### src/rtl/bus_edge_mon_pkg.sv
// rtl/bus_edge_mon_pkg.sv - shared types for the bus edge monitor
package bus_edge_mon_pkg;

    // Default counter width used by the event record type
    localparam int EV_CNT_W = 16;

    // Level-tracking FSM states
    typedef enum logic [1:0] {
        INIT = 2'd0,
        LOW  = 2'd1,
        HIGH = 2'd2,
        SKEW = 2'd3
    } state_t;

    // One recorded transition: direction, mixed-interval flag, previous level duration
    typedef struct packed {
        logic                rise;
        logic                skew;
        logic [EV_CNT_W-1:0] width;
    } event_t;

endpackage

### src/rtl/bus_edge_mon_fifo.sv
// rtl/bus_edge_mon_fifo.sv - synchronous event FIFO with simultaneous push/pop
module bus_edge_mon_fifo #(
    parameter int DATA_W = 18,
    parameter int DEPTH  = 4
) (
    input  logic              clk,
    input  logic              rst,
    input  logic              push,
    input  logic [DATA_W-1:0] push_data,
    input  logic              pop,
    output logic [DATA_W-1:0] head_data,
    output logic              empty,
    output logic              full
);

    localparam int PTR_W = $clog2(DEPTH);
    localparam logic [PTR_W-1:0] PTR_ONE = PTR_W'(1);
    localparam logic [PTR_W:0]   CNT_ONE = (PTR_W + 1)'(1);
    localparam logic [PTR_W:0]   CNT_MAX = (PTR_W + 1)'(DEPTH);

    logic [DATA_W-1:0] mem_q [DEPTH];
    logic [DATA_W-1:0] mem_d [DEPTH];
    logic [PTR_W-1:0]  wr_q, wr_d, rd_q, rd_d;
    logic [PTR_W:0]    cnt_q, cnt_d;
    logic              do_push, do_pop;

    assign empty     = (cnt_q == '0);
    assign full      = (cnt_q == CNT_MAX);
    assign head_data = mem_q[rd_q];

    // Next storage, pointers and occupancy; a push into a full FIFO is legal only alongside a pop
    always_comb begin
        mem_d   = mem_q;
        wr_d    = wr_q;
        rd_d    = rd_q;
        cnt_d   = cnt_q;
        do_pop  = pop && !empty;
        do_push = push && (!full || do_pop);
        if (do_push) begin
            mem_d[wr_q] = push_data;
            wr_d        = wr_q + PTR_ONE;
        end
        if (do_pop) begin
            rd_d = rd_q + PTR_ONE;
        end
        case ({do_push, do_pop})
            2'b10:   cnt_d = cnt_q + CNT_ONE;
            2'b01:   cnt_d = cnt_q - CNT_ONE;
            default: cnt_d = cnt_q;
        endcase
    end

    // Storage and pointer registers; entries cleared so the head reads zero out of reset
    always_ff @(posedge clk) begin
        if (rst) begin
            for (int i = 0; i < DEPTH; i++) begin
                mem_q[i] <= '0;
            end
            wr_q  <= '0;
            rd_q  <= '0;
            cnt_q <= '0;
        end else begin
            mem_q <= mem_d;
            wr_q  <= wr_d;
            rd_q  <= rd_d;
            cnt_q <= cnt_d;
        end
    end

endmodule

### src/rtl/bus_edge_monitor.sv
// rtl/bus_edge_monitor.sv - fan-out bus level/edge monitor with event FIFO (option: BUS_EDGE_MON_SKEW_CHECK_EN)
module bus_edge_monitor
    import bus_edge_mon_pkg::*;
#(
    parameter int WIDTH      = 32,
    parameter int CNT_W      = 16,
    parameter int FIFO_DEPTH = 4
) (
    input  logic             clk,
    input  logic             rst,
    input  logic [WIDTH-1:0] y_in,
    output logic             ev_valid,
    input  logic             ev_ready,
    output logic             ev_rise,
    output logic [CNT_W-1:0] ev_width,
    output logic             ev_skew,
    output logic [CNT_W-1:0] edge_count,
    output logic             overflow,
    output logic             skew_err
);

    localparam int EV_W = CNT_W + 2;
    localparam logic [CNT_W-1:0] WONE = CNT_W'(1);
    localparam logic [CNT_W-1:0] WMAX = '1;

    logic [WIDTH-1:0] samp_q, samp_d;
    state_t           state_q, state_d;
    logic [CNT_W-1:0] wcnt_q, wcnt_d, wcnt_inc;
    logic [CNT_W-1:0] edge_count_q, edge_count_d;
    logic             overflow_q, overflow_d;
    logic             is_all1, is_all0;
    logic             ev_gen, ev_rise_gen, ev_skew_gen;
    logic             fifo_full, fifo_empty, pop, push;
    logic [EV_W-1:0]  head;

`ifdef BUS_EDGE_MON_SKEW_CHECK_EN
    logic             prev_lvl_q, prev_lvl_d;
    logic             skew_err_q, skew_err_d;

    assign is_all1  = &samp_q;
    assign is_all0  = ~|samp_q;
    assign skew_err = skew_err_q;
`else
    logic             samp_unused;

    // Only bit 0 decides the level; the remaining bits are deliberately ignored
    assign is_all1     = samp_q[0];
    assign is_all0     = ~samp_q[0];
    assign samp_unused = ^samp_q;
    assign skew_err    = 1'b0;
`endif

    assign samp_d   = y_in;
    assign wcnt_inc = (wcnt_q == WMAX) ? wcnt_q : wcnt_q + WONE;

    // Level tracking FSM: measures how long each level lasts and flags transitions
    always_comb begin
        state_d     = state_q;
        wcnt_d      = wcnt_q;
        ev_gen      = 1'b0;
        ev_rise_gen = 1'b0;
        ev_skew_gen = 1'b0;
`ifdef BUS_EDGE_MON_SKEW_CHECK_EN
        prev_lvl_d  = prev_lvl_q;
        skew_err_d  = skew_err_q;
`endif
        case (state_q)
            INIT: begin
                if (is_all0) begin
                    state_d = LOW;
                    wcnt_d  = WONE;
                end else if (is_all1) begin
                    state_d = HIGH;
                    wcnt_d  = WONE;
                end
            end
            LOW: begin
                if (is_all1) begin
                    ev_gen      = 1'b1;
                    ev_rise_gen = 1'b1;
                    state_d     = HIGH;
                    wcnt_d      = WONE;
                end else if (is_all0) begin
                    wcnt_d = wcnt_inc;
                end
`ifdef BUS_EDGE_MON_SKEW_CHECK_EN
                else begin
                    prev_lvl_d = 1'b0;
                    state_d    = SKEW;
                    wcnt_d     = wcnt_inc;
                end
`endif
            end
            HIGH: begin
                if (is_all0) begin
                    ev_gen  = 1'b1;
                    state_d = LOW;
                    wcnt_d  = WONE;
                end else if (is_all1) begin
                    wcnt_d = wcnt_inc;
                end
`ifdef BUS_EDGE_MON_SKEW_CHECK_EN
                else begin
                    prev_lvl_d = 1'b1;
                    state_d    = SKEW;
                    wcnt_d     = wcnt_inc;
                end
`endif
            end
`ifdef BUS_EDGE_MON_SKEW_CHECK_EN
            SKEW: begin
                if (!is_all1 && !is_all0) begin
                    wcnt_d = wcnt_inc;
                end else if (is_all1 != prev_lvl_q) begin
                    ev_gen      = 1'b1;
                    ev_rise_gen = is_all1;
                    ev_skew_gen = 1'b1;
                    state_d     = is_all1 ? HIGH : LOW;
                    wcnt_d      = WONE;
                end else begin
                    skew_err_d = 1'b1;
                    state_d    = prev_lvl_q ? HIGH : LOW;
                    wcnt_d     = wcnt_inc;
                end
            end
`endif
            default: begin
                state_d = INIT;
            end
        endcase
    end

    assign pop  = ev_valid && ev_ready;
    assign push = ev_gen && (!fifo_full || pop);

    // Event bookkeeping: every generated event counts, dropped ones set the sticky overflow
    always_comb begin
        edge_count_d = edge_count_q + {{(CNT_W-1){1'b0}}, ev_gen};
        overflow_d   = overflow_q | (ev_gen && !push);
    end

    // Sampler, FSM and counter registers
    always_ff @(posedge clk) begin
        if (rst) begin
            samp_q       <= '0;
            state_q      <= INIT;
            wcnt_q       <= '0;
            edge_count_q <= '0;
            overflow_q   <= 1'b0;
        end else begin
            samp_q       <= samp_d;
            state_q      <= state_d;
            wcnt_q       <= wcnt_d;
            edge_count_q <= edge_count_d;
            overflow_q   <= overflow_d;
        end
    end

`ifdef BUS_EDGE_MON_SKEW_CHECK_EN
    // Level held before a mixed interval and the sticky glitch flag
    always_ff @(posedge clk) begin
        if (rst) begin
            prev_lvl_q <= 1'b0;
            skew_err_q <= 1'b0;
        end else begin
            prev_lvl_q <= prev_lvl_d;
            skew_err_q <= skew_err_d;
        end
    end
`endif

    bus_edge_mon_fifo #(
        .DATA_W (EV_W),
        .DEPTH  (FIFO_DEPTH)
    ) u_fifo (
        .clk       (clk),
        .rst       (rst),
        .push      (push),
        .push_data ({ev_rise_gen, ev_skew_gen, wcnt_q}),
        .pop       (pop),
        .head_data (head),
        .empty     (fifo_empty),
        .full      (fifo_full)
    );

    assign ev_valid   = !fifo_empty;
    assign ev_rise    = head[EV_W-1];
    assign ev_skew    = head[EV_W-2];
    assign ev_width   = head[CNT_W-1:0];
    assign edge_count = edge_count_q;
    assign overflow   = overflow_q;

endmodule

### config.mk
export PLATFORM = sky130hd
export DESIGN_NAME = bus_edge_monitor
export DESIGN_NICKNAME = d
export VERILOG_FILES = /design/src/rtl/bus_edge_mon_pkg.sv /design/src/rtl/bus_edge_mon_fifo.sv /design/src/rtl/bus_edge_monitor.sv
export SDC_FILE = /design/constraint.sdc
export NUM_CORES = 1
export LEC_CHECK = 0
export CORE_UTILIZATION = 49
export CTS_BUF_LIST = sky130_fd_sc_hd__clkbuf_16
export DETAILED_ROUTE_END_ITERATION = 7
export GPL_ROUTABILITY_DRIVEN = 0
export PLACE_DENSITY = 0.76
export REMOVE_ABC_BUFFERS = 1
export SLEW_MARGIN = 20
export SYNTH_ARGS = -nofsm -noshare
export SYNTH_HDL_FRONTEND = slang
export SYNTH_SLANG_ARGS = --single-unit
export TNS_END_PERCENT = 10
### constraint.sdc
create_clock -name clk -period 2.5 [get_ports clk]
set_clock_uncertainty 0.2 [all_clocks]
set_input_delay 0.5 -clock clk [delete_from_list [all_inputs] [get_ports clk]]
set_output_delay 0.5 -clock clk [all_outputs]
set_load 0.005 [all_outputs]
Word level (Yosys, flattened, before mapping)
Cells that the tools add are included.
W data, S select, Z words.
{"block": "totals", "regBits": 115, "latch_bits": 0, "ram_bits": 0, "rom_bits": 0, "out_inout_bits": 37, "n_memories": 0}
{"block": "op_classes", "n_addsub": 6, "multipliers": 0, "div_mod_pow": 0, "order_cmp": 3, "eq_ne": 8, "shifts": 0, "mux": 19, "n_bitwise": 3, "reduce_logical": 16}
{"operator": "$bwmux W72", "count": 1}
{"operator": "$mux W18", "count": 3}
{"operator": "$mux W16", "count": 3}
{"operator": "$pmux W16 S3", "count": 1}
{"operator": "$bmux W18 S2", "count": 1}
{"operator": "$demux W18 S2", "count": 1}
{"operator": "$add A16 B1 Y16", "count": 1}
{"operator": "$add A16 B1 Y16 const B", "count": 1}
{"operator": "$eq A16 B16 Y1 const B", "count": 1}
{"operator": "$ge A3 B3 Y1 const B", "count": 2}
{"operator": "$logic_and A1 B1 Y1", "count": 6}
{"operator": "$mux W2", "count": 3}
{"operator": "$not A2 Y3", "count": 2}
{"operator": "$pmux W2 S3", "count": 1}
{"operator": "$pmux W3 S2", "count": 1}
{"operator": "$add A2 B1 Y2 const B", "count": 2}
{"operator": "$eq A2 B1 Y1 const B", "count": 2}
{"operator": "$eq A2 B2 Y1 const B", "count": 2}
{"operator": "$ne A2 B2 Y1 const B", "count": 2}
{"operator": "$add A3 B1 Y3 const B", "count": 1}
{"operator": "$eq A3 B3 Y1 const B", "count": 1}
{"operator": "$logic_not A1 Y1", "count": 3}
{"operator": "$logic_not A3 Y1", "count": 1}
{"operator": "$lt A3 B1 Y1 const B", "count": 1}
{"operator": "other kinds (9)", "count": 12}

Depth between registers and ports, before layout
{"block": "depth", "ltp_word": 8, "mapped_depth": 10}

By module
A second synthesis with hierarchy kept.
{"block": "hier_totals", "cells_unflattened": 554, "hier_area_um2": 5626.6}
{"module": "bus_edge_mon_fifo", "instances": 1, "cells_each": 329, "area_each_um2": 3709.8, "seq_area_each_um2": 1581.5}
{"module": "bus_edge_monitor", "instances": 1, "cells_each": 225, "area_each_um2": 1916.8, "seq_area_each_um2": 720.7}

Worst setup path before layout
Ideal clock, no wire load.
{"block": "synth_timing", "kind": "input port to flip-flop", "start": "input ev_ready", "end": "register u_fifo.cnt_q[2]", "setup_ps": 71, "arrival_ps": 2399, "setup_slack_ps": -170, "path_stages": 9, "path_buffers": 1, "cell_sequence": "or4b_1 -> clkbuf_1 -> nand2_1 -> ha_1 -> inv_1 -> fa_1 -> xor2_1 -> or3_1 -> a21oi_1"}
{"block": "synth_between", "elab_chain_cells": 6}
{"item": "from (decl)", "line": "bus_edge_monitor.sv:13", "text": "input logic ev_ready,"}
{"item": "$logic_and A1 B1 Y1 (*)", "line": "bus_edge_monitor.sv:133", "text": "assign pop = ev_valid && ev_ready;"}
{"item": "$logic_or A1 B1 Y1 / $logic_and A1 B1 Y1 (equally long branches)", "line": "bus_edge_monitor.sv:134, bus_edge_mon_fifo.sv:37"}
{"item": "$logic_and A1 B1 Y1 / $logic_or A1 B1 Y1 (equally long branches)", "line": "bus_edge_monitor.sv:134, bus_edge_mon_fifo.sv:38"}
{"item": "$logic_and A1 B1 Y1", "line": "bus_edge_mon_fifo.sv:38", "text": "do_push = push && (!full || do_pop);"}
{"item": "$eq A2 B1 Y1 / $eq A2 B2 Y1 (equally long branches)", "line": "bus_edge_mon_fifo.sv:46", "text": "case ({do_push, do_pop})"}
{"item": "$pmux W3 S2 / $reduce_bool A2 Y1 (equally long branches)"}
{"item": "to (signal assigned)", "line": "bus_edge_mon_fifo.sv:66", "text": "cnt_q <= cnt_d;"}
{"item": "to (decl)", "line": "bus_edge_mon_fifo.sv:24", "text": "logic [PTR_W:0] cnt_q, cnt_d;"}
Every way passes the cells marked *; elsewhere a longest branch is shown, timed or not.
A chain may end at the register's enable or synchronous reset.

Final worst setup path
{"block": "layout_timing", "start": "register u_fifo.rd_q[1]", "end": "output ev_width[13]"}
{"block": "layout_between", "elab_chain_cells": 4}
{"item": "from (decl)", "line": "bus_edge_mon_fifo.sv:23", "text": "logic [PTR_W-1:0] wr_q, wr_d, rd_q, rd_d;"}
{"item": "from (signal assigned)", "line": "bus_edge_mon_fifo.sv:65", "text": "rd_q <= rd_d;"}
{"item": "$not A2 Y3 (implied by the code)", "line": "bus_edge_mon_fifo.sv:29", "text": "assign head_data = mem_q[rd_q];"}
{"item": "$bmux W18 S2", "line": "bus_edge_mon_fifo.sv:29"}
{"item": "$mux W18 (implied by the code) (2 in a row)", "line": "bus_edge_mon_fifo.sv:29"}
{"item": "to (decl)", "line": "bus_edge_monitor.sv:15", "text": "output logic [CNT_W-1:0] ev_width,"}
Every way passes these cells. The select of a mux whose other input is x is not followed.

==> metrics.md <==
| Metric | Value |
|---|---|
| Yosys warns | `0` |
| Reg2Reg Setup Slack | `100 ps` |
| Port bufs | `38` |
| Gate Count Post-Synth | `524` |
| Final period util | `around 100%` |
| DRT Wirelength | `around 11 mm` |
| RR Startpoint | `state_q[0]` |
| Number of nets in the layout | `roughly 610` |
| Critical Path Source Type | `register` |
| CP endpoint kind | `primary output` |
| Post-Syn Area per Cell | `between 9 and 10 um2` |
| Vias in the first global route | `approximately 3800` |
| Critical Path Fanout Max | `8` |
| Worst Slack Setup Final | `around 50 ps` |
| Critical path arrival | `about 1800 ps` |
| Max_cap viols | `0` |
| DP Cell Count | `between 600 and 700` |
| WP buf/inv | `3` |
| Cell variety after synth | `50` |
| Clock buffer depth | `2` |
| RSZ-0062 raised after global routing | `false` |
| Seq/Total Area, Yosys | `43.0%` |
| Standard-cell rows | `37` |
| Die X-Extent | `~100 um` |
| Crit path cell chain | `buf_8, buf_4, mux4_2, dlygate4sd2_1` |
| Hold depth | `2` |
| CP max stage cell | `mux4_2` |
| VDD IR max | `~0.32 mV` |
| DR vias | `~4000` |
| Sink Count | `approximately 110` |
| Final setup violation count | `0` |
| Worst Tran Pin Value | `roughly 660 ps` |
| CTS Buf Count | `9` |
| Post-DP HPWL | `~7.5 mm` |
| Iter 0 DRT Violations | `~280` |
| Post-DRT Antenna Nets | `0` |
| Primary FF master, synth | `dfxtp_1` |
| GRT overflow | `0` |
| Req. time, crit path | `approximately 1800 ps` |
| H-tree depth | `3` |
| WHS Endpoint | `edge_count[15]` |
| CP max stage delay | `480 ps` |
| Number of synthesized flops with an enable pin | `0` |
| Status | `completed` |
| Die area | `around 11000 um2` |
| Final hold vios | `0` |
| CTS root buf | `clkbuf_16` |
| Synth Cell Area | `between 5000 and 6000 um2` |
| Area Overhead vs Synth | `19.7%` |
| Post-Place Worst Slack | `-523 ps` |
| Clk slew on worst S/H paths | `about 70 ps` |
| Worst setup path category | `register to primary output` |
| Via density | `roughly 5.6` |
| Core area | `slightly above 10000 um2` |
| Fmax | `roughly 0.41 GHz` |
| Seq cells post-synth | `approximately 110` |
| Crit-path leading delay family | `buffers and inverters` |
| Avg WL per Cell | `15.4 um` |
| DRC Markers | `0` |
| Worst rel slew slack | `~56%` |
| Reg2Reg Capture Point | `u_fifo.cnt_q[2]` |
| Clock period minus worst slack | `about 2500 ps` |
| Ant diodes | `0` |
| PwrDens | `737 nW/um2` |
| R2R depth | `10` |
| Gr usage total | `roughly a fifth` |
| Layout cell share with drive strength beyond 1 | `between 10% and 20%` |
| Worst hold start | `edge_count[15]` |
| Initial core utilization | `50.2%` |
| Hold Path Class | `register to register` |
| I/O pin cnt | `roughly 70` |
| Post-route insts no fill | `just over 700` |
| Biggest area consumer among synthesized cells | `dfxtp_1` |
| Worst-Skew Late Latency | `350 ps` |
| Synth area leaders | `dfxtp_1 43%, mux2i_1 13%, mux4_2 7.4%, nor2_1 6.8%, ha_1 2.9%` |
| Async S/R FF share, synth | `0%` |
| Area fraction of the dominant cell type after synthesis | `approximately 43%` |
| First drt pass iteration count | `5` |
| Final Max Slew Viols | `0` |
| Hold Buf Count CTS | `0` |
| CTS tree | `yes` |
| Die H | `105 um` |
| Largest net degree at the start of global routing | `between 90 and 100` |
| Initial antenna violation count | `0` |
| Leakage | `around 0.0029 uW` |
| Global-route wire length before repair | `18.0 mm` |
==> power breakdown <==
group,internal (uW),switching [uW],total [uW]
clock network,879,641,1520
logic,531,571,1100
registers,1850,83.0,1930
total,3260,1300,4550
==> metrics by stage <==
| stage | hold slack, ps | utilization [%] | total power [uW] | TNS, ps | instance area [um2] |
|---|---|---|---|---|---|
| final | 283 | 60.1 | 4550 | 0 | 6180 |
| after global routing | 312 | 60.1 | 4760 | 0 | 6180 |
| after CTS | 287 | 59.2 | 4550 | -539 | 6080 |
| after floorplan | 259 | - | 2570 | -152 | 4920 |
| after detailed placement | 278 | 55.6 | 2990 | -2540 | 5720 |
| after global placement | 263 | 55.6 | 2950 | -662 | 5720 |
==> sequential cells by signal (all words and copies together), names as in the netlist <==
register      cells
state_q           2
overflow          1
edge_count       16
samp_q            1
u_fifo.mem_q     68
u_fifo.wr_q       2
u_fifo.cnt_q      3
u_fifo.rd_q       2
wcnt_q           16
==> final cells by class <==
| type | instances | area [um2] |
|---|---|---|
| multi-input combinational | 356 | 2700 |
| clock inverter | 7 | 96.3 |
| timing repair buffer | 73 | 702 |
| clock buffer | 9 | 225 |
| fill | 842 | 4100 |
| inverter | 14 | 52.6 |
| sequential | 111 | 2230 |
| tap | 136 | 170 |
==> cells by family after synthesis <==
logic type	after synthesis	synth area share, %
simple gates	184	16.9
flops	111	43.0
fa+ha+maj	13	3.30
buf+inv	58	5.77
xor+xnor	17	2.88
mux	87	21.1
compound gates	53	6.96
other cells	1	0.0726
==> worst max-delay path by stage <==
stage	from	endpoint	slack [ps]	cells after the start
2_1_floorplan	ev_ready	u_fifo.cnt_q[2]	-150	8
3_3_place_gp	ev_ready	u_fifo.cnt_q[2]	-440	9
3_5_place_dp	ev_ready	u_fifo.cnt_q[2]	-520	9
4_1_cts	u_fifo.rd_q[1]	ev_width[8]	-70	3
5_1_grt	u_fifo.rd_q[1]	ev_width[13]	8	4
6_report	u_fifo.rd_q[1]	ev_width[13]	50	4
==> placed cells by master (no fill, tap or decap), types with 3 or more instances in the layout <==
cell and n:
clkbuf_16 9, a41oi_1 3, nor3_1 6, o211ai_1 4, mux2i_1 68, o21ai_0 5
nand2_1 19, dlymetal6s2s_1 14, a22oi_1 4, a21oi_1 14, dlygate4sd2_1 3, xnor2_1 10
inv_1 14, nor2b_1 3, clkdlybuf4s50_1 19, or3_1 4, mux4_2 17, buf_4 32
nor2_1 93, clkinvlp_4 3, or4_1 5, xor2_1 7, ha_1 10, and4_1 6
a31oi_1 6, dfxtp_1 108, o31ai_1 4, nand4_1 9, nand3_1 21, and3_1 5
==> metal layers <==
metal	GRT usage, %	vias up	wire length [um]
li1	-	1932	-
met1	25.6	1902	4830
met2	34.8	91	5440
met3	2.43	16	377
met4	9.36	0	207
met5	0	-	0
==> tightest hold or removal path, cell delays in order, from the launching register on <==
cell	delay, ps
dfxtp_1	320
o31ai_1	60
a21oi_1	50
==> cell usage after synthesis, drive strengths merged (5+ instances only) <==
cell type  count
clkbuf        26
a31oi          6
nor3           7
xor2           7
nand4          9
and3           5
a21oi         14
mux4          17
nor2          93
buf           18
ha            12
o21ai          5
nand3         21
or4            5
and4           6
inv           14
dfxtp        111
xnor2         10
mux2i         69
nand2         20
==> what timing repair did <==
| item | CTS | global route |
|---|---|---|
| cloned | 0 | 0 |
| pin swaps | 0 | 1 |
| resized for setup | 15 | 26 |
| setup buffers | 1 | 2 |
| setup endpoints to repair | 19 | 22 |
Note: power is estimated with default switching activity, not from simulation.
